`config.mk`:
```
export PLATFORM = sky130hd
export DESIGN_NAME = rom_loader_ctrl_flat
export DESIGN_NICKNAME = d
export VERILOG_FILES = /design/src/rtl/cc_loader_pkg.sv /design/src/rtl/rom_loader_ctrl_if.sv /design/src/rtl/rom_loader_ctrl.sv /design/src/flat_wrapper.sv
export SDC_FILE = /design/constraint.sdc
export NUM_CORES = 1
export LEC_CHECK = 0
export CORE_MARGIN = 2
export CORE_UTILIZATION = 25
export DETAILED_ROUTE_END_ITERATION = 6
export PLACE_DENSITY_LB_ADDON = 0.05
export SETUP_SLACK_MARGIN = 0.1
export SLEW_MARGIN = 25
export SYNTH_ARGS = -nofsm -noshare
export SYNTH_HDL_FRONTEND = slang
export SYNTH_SLANG_ARGS = --single-unit
```
`constraint.sdc`:
```
create_clock -name clk -period 3.6 [get_ports clk]
set_clock_uncertainty 0.2 [all_clocks]
set_input_delay 0.9 -clock clk [delete_from_list [all_inputs] [get_ports clk]]
set_output_delay 0.9 -clock clk [all_outputs]
set_load 0.01 [all_outputs]
```
`src/rtl/cc_loader_pkg.sv`:
```
// Shared types and constants for the ROM download loader: sequencer states,
// write-engine phases and the image slice to chip region table.
package cc_loader_pkg;

  localparam int unsigned SLICE_BYTES = 8192;
  localparam int unsigned IMG_BYTES   = 5 * SLICE_BYTES;

  typedef enum logic [2:0] {
    IDLE,
    LOAD,
    FLUSH,
    DONE,
    ERROR
  } state_t;

  typedef enum logic [1:0] {
    ENG_IDLE,
    ENG_WR,
    ENG_HOLD
  } eng_t;

  // Slices 0..4 of the image land in chips 1F, 1H, 1K, 1L, 1N.
  function automatic logic [2:0] slice_region(input logic [2:0] slice);
    logic [2:0] region;
    region = 3'd0;
    case (slice)
      3'd0:    region = 3'd0;
      3'd1:    region = 3'd1;
      3'd2:    region = 3'd4;
      3'd3:    region = 3'd5;
      3'd4:    region = 3'd6;
      default: region = 3'd0;
    endcase
    return region;
  endfunction

endpackage

```
`src/rtl/rom_loader_ctrl_if.sv`:
```
// Download stream in, program-memory write port out. The master is the
// ROM stream source; the slave is the loader.
interface rom_loader_ctrl_if;

  // ioctl_wr is a one-cycle byte strobe with no ready path of its own; the
  // source must stop strobing while ioctl_wait is high, tolerating at most one
  // strobe of sample-to-stall delay. dn_wr is a one-cycle write with no backpressure.
  logic        ioctl_download;
  logic [7:0]  ioctl_index;
  logic        ioctl_wr;
  logic [15:0] ioctl_addr;
  logic [7:0]  ioctl_dout;
  logic        ioctl_wait;
  logic        dn_wr;
  logic [15:0] dn_addr;
  logic [7:0]  dn_data;

  modport master (
    output ioctl_download, ioctl_index, ioctl_wr, ioctl_addr, ioctl_dout,
    input  ioctl_wait, dn_wr, dn_addr, dn_data
  );

  modport slave (
    input  ioctl_download, ioctl_index, ioctl_wr, ioctl_addr, ioctl_dout,
    output ioctl_wait, dn_wr, dn_addr, dn_data
  );

endinterface

```
`src/rtl/rom_loader_ctrl.sv`:
```
// Remaps the 40 KiB ROM download stream onto the program memory write port,
// with a one-byte skid register, running count/checksum and CPU hold control.
module rom_loader_ctrl
  import cc_loader_pkg::*;
#(
  parameter int unsigned IMG_BYTES = cc_loader_pkg::IMG_BYTES,
  parameter logic [7:0]  ROM_INDEX = 8'd0
) (
  input  logic             clk,
  input  logic             reset,
  rom_loader_ctrl_if.slave bus,
  output logic             cpu_hold,
  output logic             rom_ready,
  output logic             load_error,
  output logic [7:0]       checksum,
  output state_t           dbg_state
);

  state_t      state;
  eng_t        eng;
  logic        act_q;
  logic        skid_full;
  logic [15:0] skid_addr;
  logic [7:0]  skid_data;
  logic [16:0] byte_cnt;
  logic        overrun;
  logic        oversize;

  logic        idx_match, active, rise, strobe, in_range, take, oob, drop;
  logic        launch_skid, launch_direct, launch, capture, drained;
  logic [15:0] src_addr;
  logic [7:0]  src_data;

  always_comb begin
    idx_match     = (bus.ioctl_index == ROM_INDEX);
    active        = bus.ioctl_download && idx_match;
    rise          = active && !act_q;
    // act_q keeps a strobe that coincides with the window closing.
    strobe        = bus.ioctl_wr && idx_match && (bus.ioctl_download || act_q);
    in_range      = 32'(bus.ioctl_addr) < IMG_BYTES;
    take          = strobe && in_range;
    oob           = strobe && !in_range;
    drop          = take && skid_full;
    launch_skid   = skid_full && (eng != ENG_WR);
    launch_direct = take && !skid_full && (eng == ENG_IDLE);
    launch        = launch_skid || launch_direct;
    capture       = take && !skid_full && (eng != ENG_IDLE);
    drained       = (eng != ENG_WR) && !skid_full && !take;
    src_addr      = skid_full ? skid_addr : bus.ioctl_addr;
    src_data      = skid_full ? skid_data : bus.ioctl_dout;
  end

  assign dbg_state = state;

  always_ff @(posedge clk or posedge reset) begin
    if (reset) begin
      state          <= IDLE;
      eng            <= ENG_IDLE;
      act_q          <= 1'b0;
      skid_full      <= 1'b0;
      skid_addr      <= 16'd0;
      skid_data      <= 8'd0;
      byte_cnt       <= 17'd0;
      overrun        <= 1'b0;
      oversize       <= 1'b0;
      bus.dn_wr      <= 1'b0;
      bus.dn_addr    <= 16'd0;
      bus.dn_data    <= 8'd0;
      bus.ioctl_wait <= 1'b0;
      checksum       <= 8'd0;
      cpu_hold       <= 1'b1;
      rom_ready      <= 1'b0;
      load_error     <= 1'b0;
    end else begin
      act_q <= active;

      case (eng)
        ENG_WR:  eng <= ENG_HOLD;
        default: eng <= launch ? ENG_WR : ENG_IDLE;
      endcase

      bus.dn_wr <= launch;
      if (launch) begin
        bus.dn_addr <= {slice_region(src_addr[15:13]), src_addr[12:0]};
        bus.dn_data <= src_data;
      end

      if (capture) begin
        skid_full <= 1'b1;
        skid_addr <= bus.ioctl_addr;
        skid_data <= bus.ioctl_dout;
      end else if (launch_skid) begin
        skid_full <= 1'b0;
      end
      // Stays up for the cycle in which the skid drains.
      bus.ioctl_wait <= skid_full || capture;

      byte_cnt <= (rise ? 17'd0 : byte_cnt) + {16'd0, launch};
      checksum <= (rise ? 8'd0 : checksum) + (launch ? src_data : 8'd0);
      overrun  <= (overrun && !rise) || drop;
      oversize <= (oversize && !rise) || oob;

      if (rise) begin
        state      <= LOAD;
        cpu_hold   <= 1'b1;
        rom_ready  <= 1'b0;
        load_error <= 1'b0;
      end else begin
        case (state)
          LOAD: if (!bus.ioctl_download) state <= FLUSH;
          FLUSH: begin
            if (drained) begin
              if (byte_cnt == 17'(IMG_BYTES) && !overrun && !oversize) begin
                state     <= DONE;
                cpu_hold  <= 1'b0;
                rom_ready <= 1'b1;
              end else begin
                state      <= ERROR;
                load_error <= 1'b1;
              end
            end
          end
          default: state <= state;
        endcase
      end
    end
  end

endmodule
```
`src/flat_wrapper.sv`:
```
// flat-port wrapper written by rule: the top's interface ports become plain ports
module rom_loader_ctrl_flat import cc_loader_pkg::*;
#(
  parameter int unsigned IMG_BYTES = cc_loader_pkg::IMG_BYTES,
  parameter logic [7:0]  ROM_INDEX = 8'd0
)
  (clk, reset, cpu_hold, rom_ready, load_error, checksum, dbg_state, bus_ioctl_download, bus_ioctl_index, bus_ioctl_wr, bus_ioctl_addr, bus_ioctl_dout, bus_ioctl_wait, bus_dn_wr, bus_dn_addr, bus_dn_data);
  rom_loader_ctrl_if bus_i ();
  input  logic clk;
  input  logic reset;
  output logic cpu_hold;
  output logic rom_ready;
  output logic load_error;
  output logic [7:0] checksum;
  output state_t dbg_state;
  input wire logic [$bits(bus_i.ioctl_download)-1:0] bus_ioctl_download;
  input wire logic [$bits(bus_i.ioctl_index)-1:0] bus_ioctl_index;
  input wire logic [$bits(bus_i.ioctl_wr)-1:0] bus_ioctl_wr;
  input wire logic [$bits(bus_i.ioctl_addr)-1:0] bus_ioctl_addr;
  input wire logic [$bits(bus_i.ioctl_dout)-1:0] bus_ioctl_dout;
  output wire logic [$bits(bus_i.ioctl_wait)-1:0] bus_ioctl_wait;
  output wire logic [$bits(bus_i.dn_wr)-1:0] bus_dn_wr;
  output wire logic [$bits(bus_i.dn_addr)-1:0] bus_dn_addr;
  output wire logic [$bits(bus_i.dn_data)-1:0] bus_dn_data;
  assign bus_i.ioctl_download = bus_ioctl_download;
  assign bus_i.ioctl_index = bus_ioctl_index;
  assign bus_i.ioctl_wr = bus_ioctl_wr;
  assign bus_i.ioctl_addr = bus_ioctl_addr;
  assign bus_i.ioctl_dout = bus_ioctl_dout;
  assign bus_ioctl_wait = bus_i.ioctl_wait;
  assign bus_dn_wr = bus_i.dn_wr;
  assign bus_dn_addr = bus_i.dn_addr;
  assign bus_dn_data = bus_i.dn_data;
  rom_loader_ctrl #(.IMG_BYTES(IMG_BYTES), .ROM_INDEX(ROM_INDEX)) u_core (.clk(clk), .reset(reset), .bus(bus_i), .cpu_hold(cpu_hold), .rom_ready(rom_ready), .load_error(load_error), .checksum(checksum), .dbg_state(dbg_state));
endmodule
```
==> results summary <==
The largest net degree at the start of global routing is 44. After detailed routing, the number of vias per cell comes to 4.65. The detailed-route wire length is 11900 um. The number of synthesized register bits came out at 87. The internal power summed over all cells is 1.78 mW. Clock tree synthesis selected as its root buffer the cell clkbuf_16. The static leakage is 2.74 nW.

The net count reported at finish is 542. The first global-routing pass estimated 19900 um of wire. The final weighted congestion in routability-driven placement came out at 0.715. The number of slew-limit violations in the final report is 0.

The fraction of power spent switching nets came out at 21.3%. The worst slack after detailed placement came out at -0.395 ns. Yosys mapped a number of flops with a built-in enable equal to 0. The number of cells on the worst hold path is 1. The overall global routing resource usage came out at 14.3%. The count of warnings emitted by yosys is 0. The area taken by flip-flops and latches came out at 2180 um^2. Leaving out fill and tap cells, the most frequent cell in the layout is dfrtp_1.

The clock-pin slew on the worst setup and hold paths came out at 0.07 ns. The die outline area came out at 17800 um^2. The area of the core region is 16500 um^2. Port buffering added 75 buffers.

Sequential cells account for 44.6% of the total power. STA puts the critical path data required time at 3.63 ns. The clock tree from TritonCTS is built. The maximum frequency from static timing analysis came out at 304 MHz.

The post-detailed-route count of antenna-violating nets is 0. The highest-delay cell along the critical path is clkdlybuf4s50_1. The synthesized net count is 434. The run finished with clean final reports. After the first detailed-routing iteration, the DRC count stood at 175.

The number of global-route vias before repair came out at 3634. The number of antenna diodes in the final layout is 0. For this design the ratio of total power to cell area is 387 nW/um^2. The count of boundary I/O pins came out at 76.

In this run the horizontal extent of the chip is 133 um. The slack of the worst reg-to-reg path is 0.92 ns. The number of fillers in the final layout came out at 1690. The synthesis-to-layout area growth came out at 40.0%.

The initial antenna violation count is 0. The post-detailed-route wirelength per cell came out at 16.5 um. The detailed placement HPWL is 8180 um.

The post-synthesis instance area came out at 4180 um^2. The worst reg2reg path depth came out at 12. In the layout the commonest cells are dfrtp_1 (86), clkdlybuf4s50_1 (64), o22ai_1 (41). The final critical path time including I/O delays and setup is 3.29 ns.

The commonest register cell after synthesis is dfrtp_1. Counting the buffers created by CTS gives 9. The signal on the critical path passes through clkdlybuf4s50_1 -> o21a_1 -> nand4_4 -> nor3_4 -> a22oi_1 -> nor2_1 -> ha_2 -> inv_1 -> fa_2 -> nor2b_2 -> o21ai_2 -> a21boi_2 -> or4b_4 -> nand3_1.

The count of placed standard cells in the final layout, fillers left out is 720. At the pin with the least slew margin, the transition time is 0.565 ns. The number of sinks on the clock net is 87. The die height is 133 um. In the post-route analysis, the smallest setup slack over all paths is 0.309 ns. Counting both buffers and inverters, the worst setup path holds a total of 2. The dominant delay contributor by cell family on the critical path is simple AND/OR/NAND/NOR gates. The post-route netlist has 20.0% of its cells at a drive strength greater than 1. The fraction of the cycle the final worst path needs is 91.4%. The max capacitance violation total came out at 0. Across the VDD grid, the largest voltage drop is 0.238 mV. The number of hold-repair buffers added at the cts stage is 0. The min-delay analysis places its worst path in the category reg2reg. The level count of the clock H-tree came out at 3. The number of instances in the synthesized netlist came out at 388. The remaining design rule violation count is 0. The worst stage delay on the critical path came out at 0.48 ns. The worst setup path is captured at a register. For this run, the register share of the synthesized area comes to 52.1%.

The critical path is of the in2reg type. The count of TritonRoute iterations in the first routing pass came out at 4. The effective utilization at floorplan is 25.4%. Setup repair after global routing left no endpoint under its margin.

The worst setup path is launched from a primary input. Setup violations remaining at the end of the flow were counted as 0. The number of buffers between clock root and the deepest sink came out at 2. The largest fanout of any net on the critical path is 4. The number of distinct standard cells referenced by the synthesized netlist is 54. The global-route congestion overflow total came out at 0.

The data arrival time of the critical path came out at 3.32 ns. The mean instance size in the synthesized netlist is 10.8 um^2. The net switching component of the power came out at 0.483 mW. The placed cell count came out at 702. The relative contribution of the clock network to total power came out at 48.2%. The final hold violation count came to 0. The multi-input combinational cells in the finished layout cover a total of 1890 um^2. Of all flip-flops after synthesis, the portion carrying an async set or reset was 100%. The combinational group share of total power is 7.2%. The vias after detailed routing is 3347. The remaining max-slew budget at the tightest pin is 62.3%.

The clock latency at the later pin of the worst-skew pair came out at 0.34 ns. In this run the number of cells on the critical path is 14. The initialized floorplan defines 47 standard-cell rows.
sequential cells by signal (all words and copies together), names as in the netlist, 2 cells and up:
name                cells
u_core.skid_data        8
u_core.eng              2
u_core.dbg_state        3
u_core.byte_cnt        17
u_core.skid_addr       16
u_core.bus.dn_addr     16
u_core.bus.dn_data      8
u_core.checksum         8
worst reg2reg max path, delay by kind of cell, from the launching register on:
kind	cells	cell delay, ns
AND/OR/NAND/NOR	5	0.85
flip-flops	1	0.47
adder cells (fa/ha/maj)	2	0.38
buffers and inverters	3	0.45
AO/OA/AOI/OAI	2	0.26
kinds of logic after synthesis:
family / Yosys count / synth area share (%)
AO/OA/AOI/OAI: 103 / 15.3
XOR/XNOR: 20 / 4.19
adder cells (fa/ha/maj): 10 / 3.17
buffers and inverters: 34 / 3.53
flip-flops: 87 / 52.1
multiplexers: 27 / 7.22
AND/OR/NAND/NOR: 107 / 14.5
cells in the mapped netlist (3+ instances only):
master    instances  area share (%)
nand4_1           5            0.75
ha_1              9             2.7
inv_1            12             1.1
dfrtp_1          86              51
a22oi_1           5            0.90
nand2_1          18             1.6
nor2b_1           4            0.60
o22ai_1          41             6.1
and2_1            8             1.2
nor3_1            5            0.60
clkbuf_1         14             1.3
xor2_1           14             2.9
o21a_1            5            0.90
and4_1            3            0.63
a21o_1            3            0.54
a21oi_1          31             3.7
buf_2             4            0.48
nor2_1           32             2.9
xnor2_1           6             1.3
o21ai_0           6            0.72
nand3_1          13             1.6
mux2_2           23             6.2
metal layers:
layer	vias to the layer above	routed length (um)	track usage [%]
met1	1635	5740	19.4
met4	0	179	4.96
met2	65	5510	22.6
li1	1636	-	-
met3	11	476	3.04
met5	-	0	0
repair_timing:
item                                   4_1_cts  5_1_grt
setup buffers                                1        2
setup endpoints to repair                    8       11
endpoints found under the hold margin        0        0
gates resized for setup                      3       17
pin swaps                                    2       11
power by group through the flow:
| stage | Clock, mW | Combinational [mW] | Sequential (mW) |
|---|---|---|---|
| after floorplan | 0 | 0.0475 | 1.03 |
| after global placement | 0 | 0.165 | 1.03 |
| after detailed placement | 0 | 0.166 | 1.03 |
| after CTS | 1.13 | 0.167 | 1.01 |
| after global routing | 1.17 | 0.179 | 1.01 |
| final | 1.09 | 0.163 | 1.01 |
worst paths after layout:
path | startpoint | end
max | bus_ioctl_download | u_core.checksum[6]$_DFF_PP0_
min | u_core.bus.dn_addr[13]$_DFFE_PP0N_ | u_core.bus.dn_addr[13]$_DFFE_PP0N_
max reg2reg | u_core.eng[1]$_DFF_PP0_ | u_core.checksum[6]$_DFF_PP0_
min reg2reg | u_core.bus.dn_addr[13]$_DFFE_PP0N_ | u_core.bus.dn_addr[13]$_DFFE_PP0N_
max in group asynchronous | reset | u_core.cpu_hold$_DFFE_PP1P_
min in group asynchronous | reset | u_core.bus.dn_addr[13]$_DFFE_PP0N_
layout make-up:
class | instances | area share (%)
Sequential cell | 87 | 37.2
Multi-Input combinational cell | 267 | 32.3
Timing Repair Buffer | 117 | 19.0
Tap cell | 220 | 4.70
Clock buffer | 10 | 4.08
Clock inverter | 5 | 1.82
Inverter | 14 | 0.919
through the flow:
| step | area (um^2) | power [mW] | setup TNS (ns) | util (%) | hold WS [ns] |
|---|---|---|---|---|---|
| 2_1_floorplan | 4190 | 1.08 | 0 | - | 0.251 |
| 3_3_place_gp | 5430 | 1.19 | -3.80 | 33.0 | 0.269 |
| 3_5_place_dp | 5430 | 1.20 | -3.49 | 33.0 | 0.282 |
| 4_1_cts | 5790 | 2.31 | 0 | 35.2 | 0.298 |
| 5_1_grt | 5850 | 2.36 | 0 | 35.5 | 0.316 |
| 6_report | 5850 | 2.27 | 0 | 35.5 | 0.291 |
No activity file was read; power rests on OpenSTA's default activity.
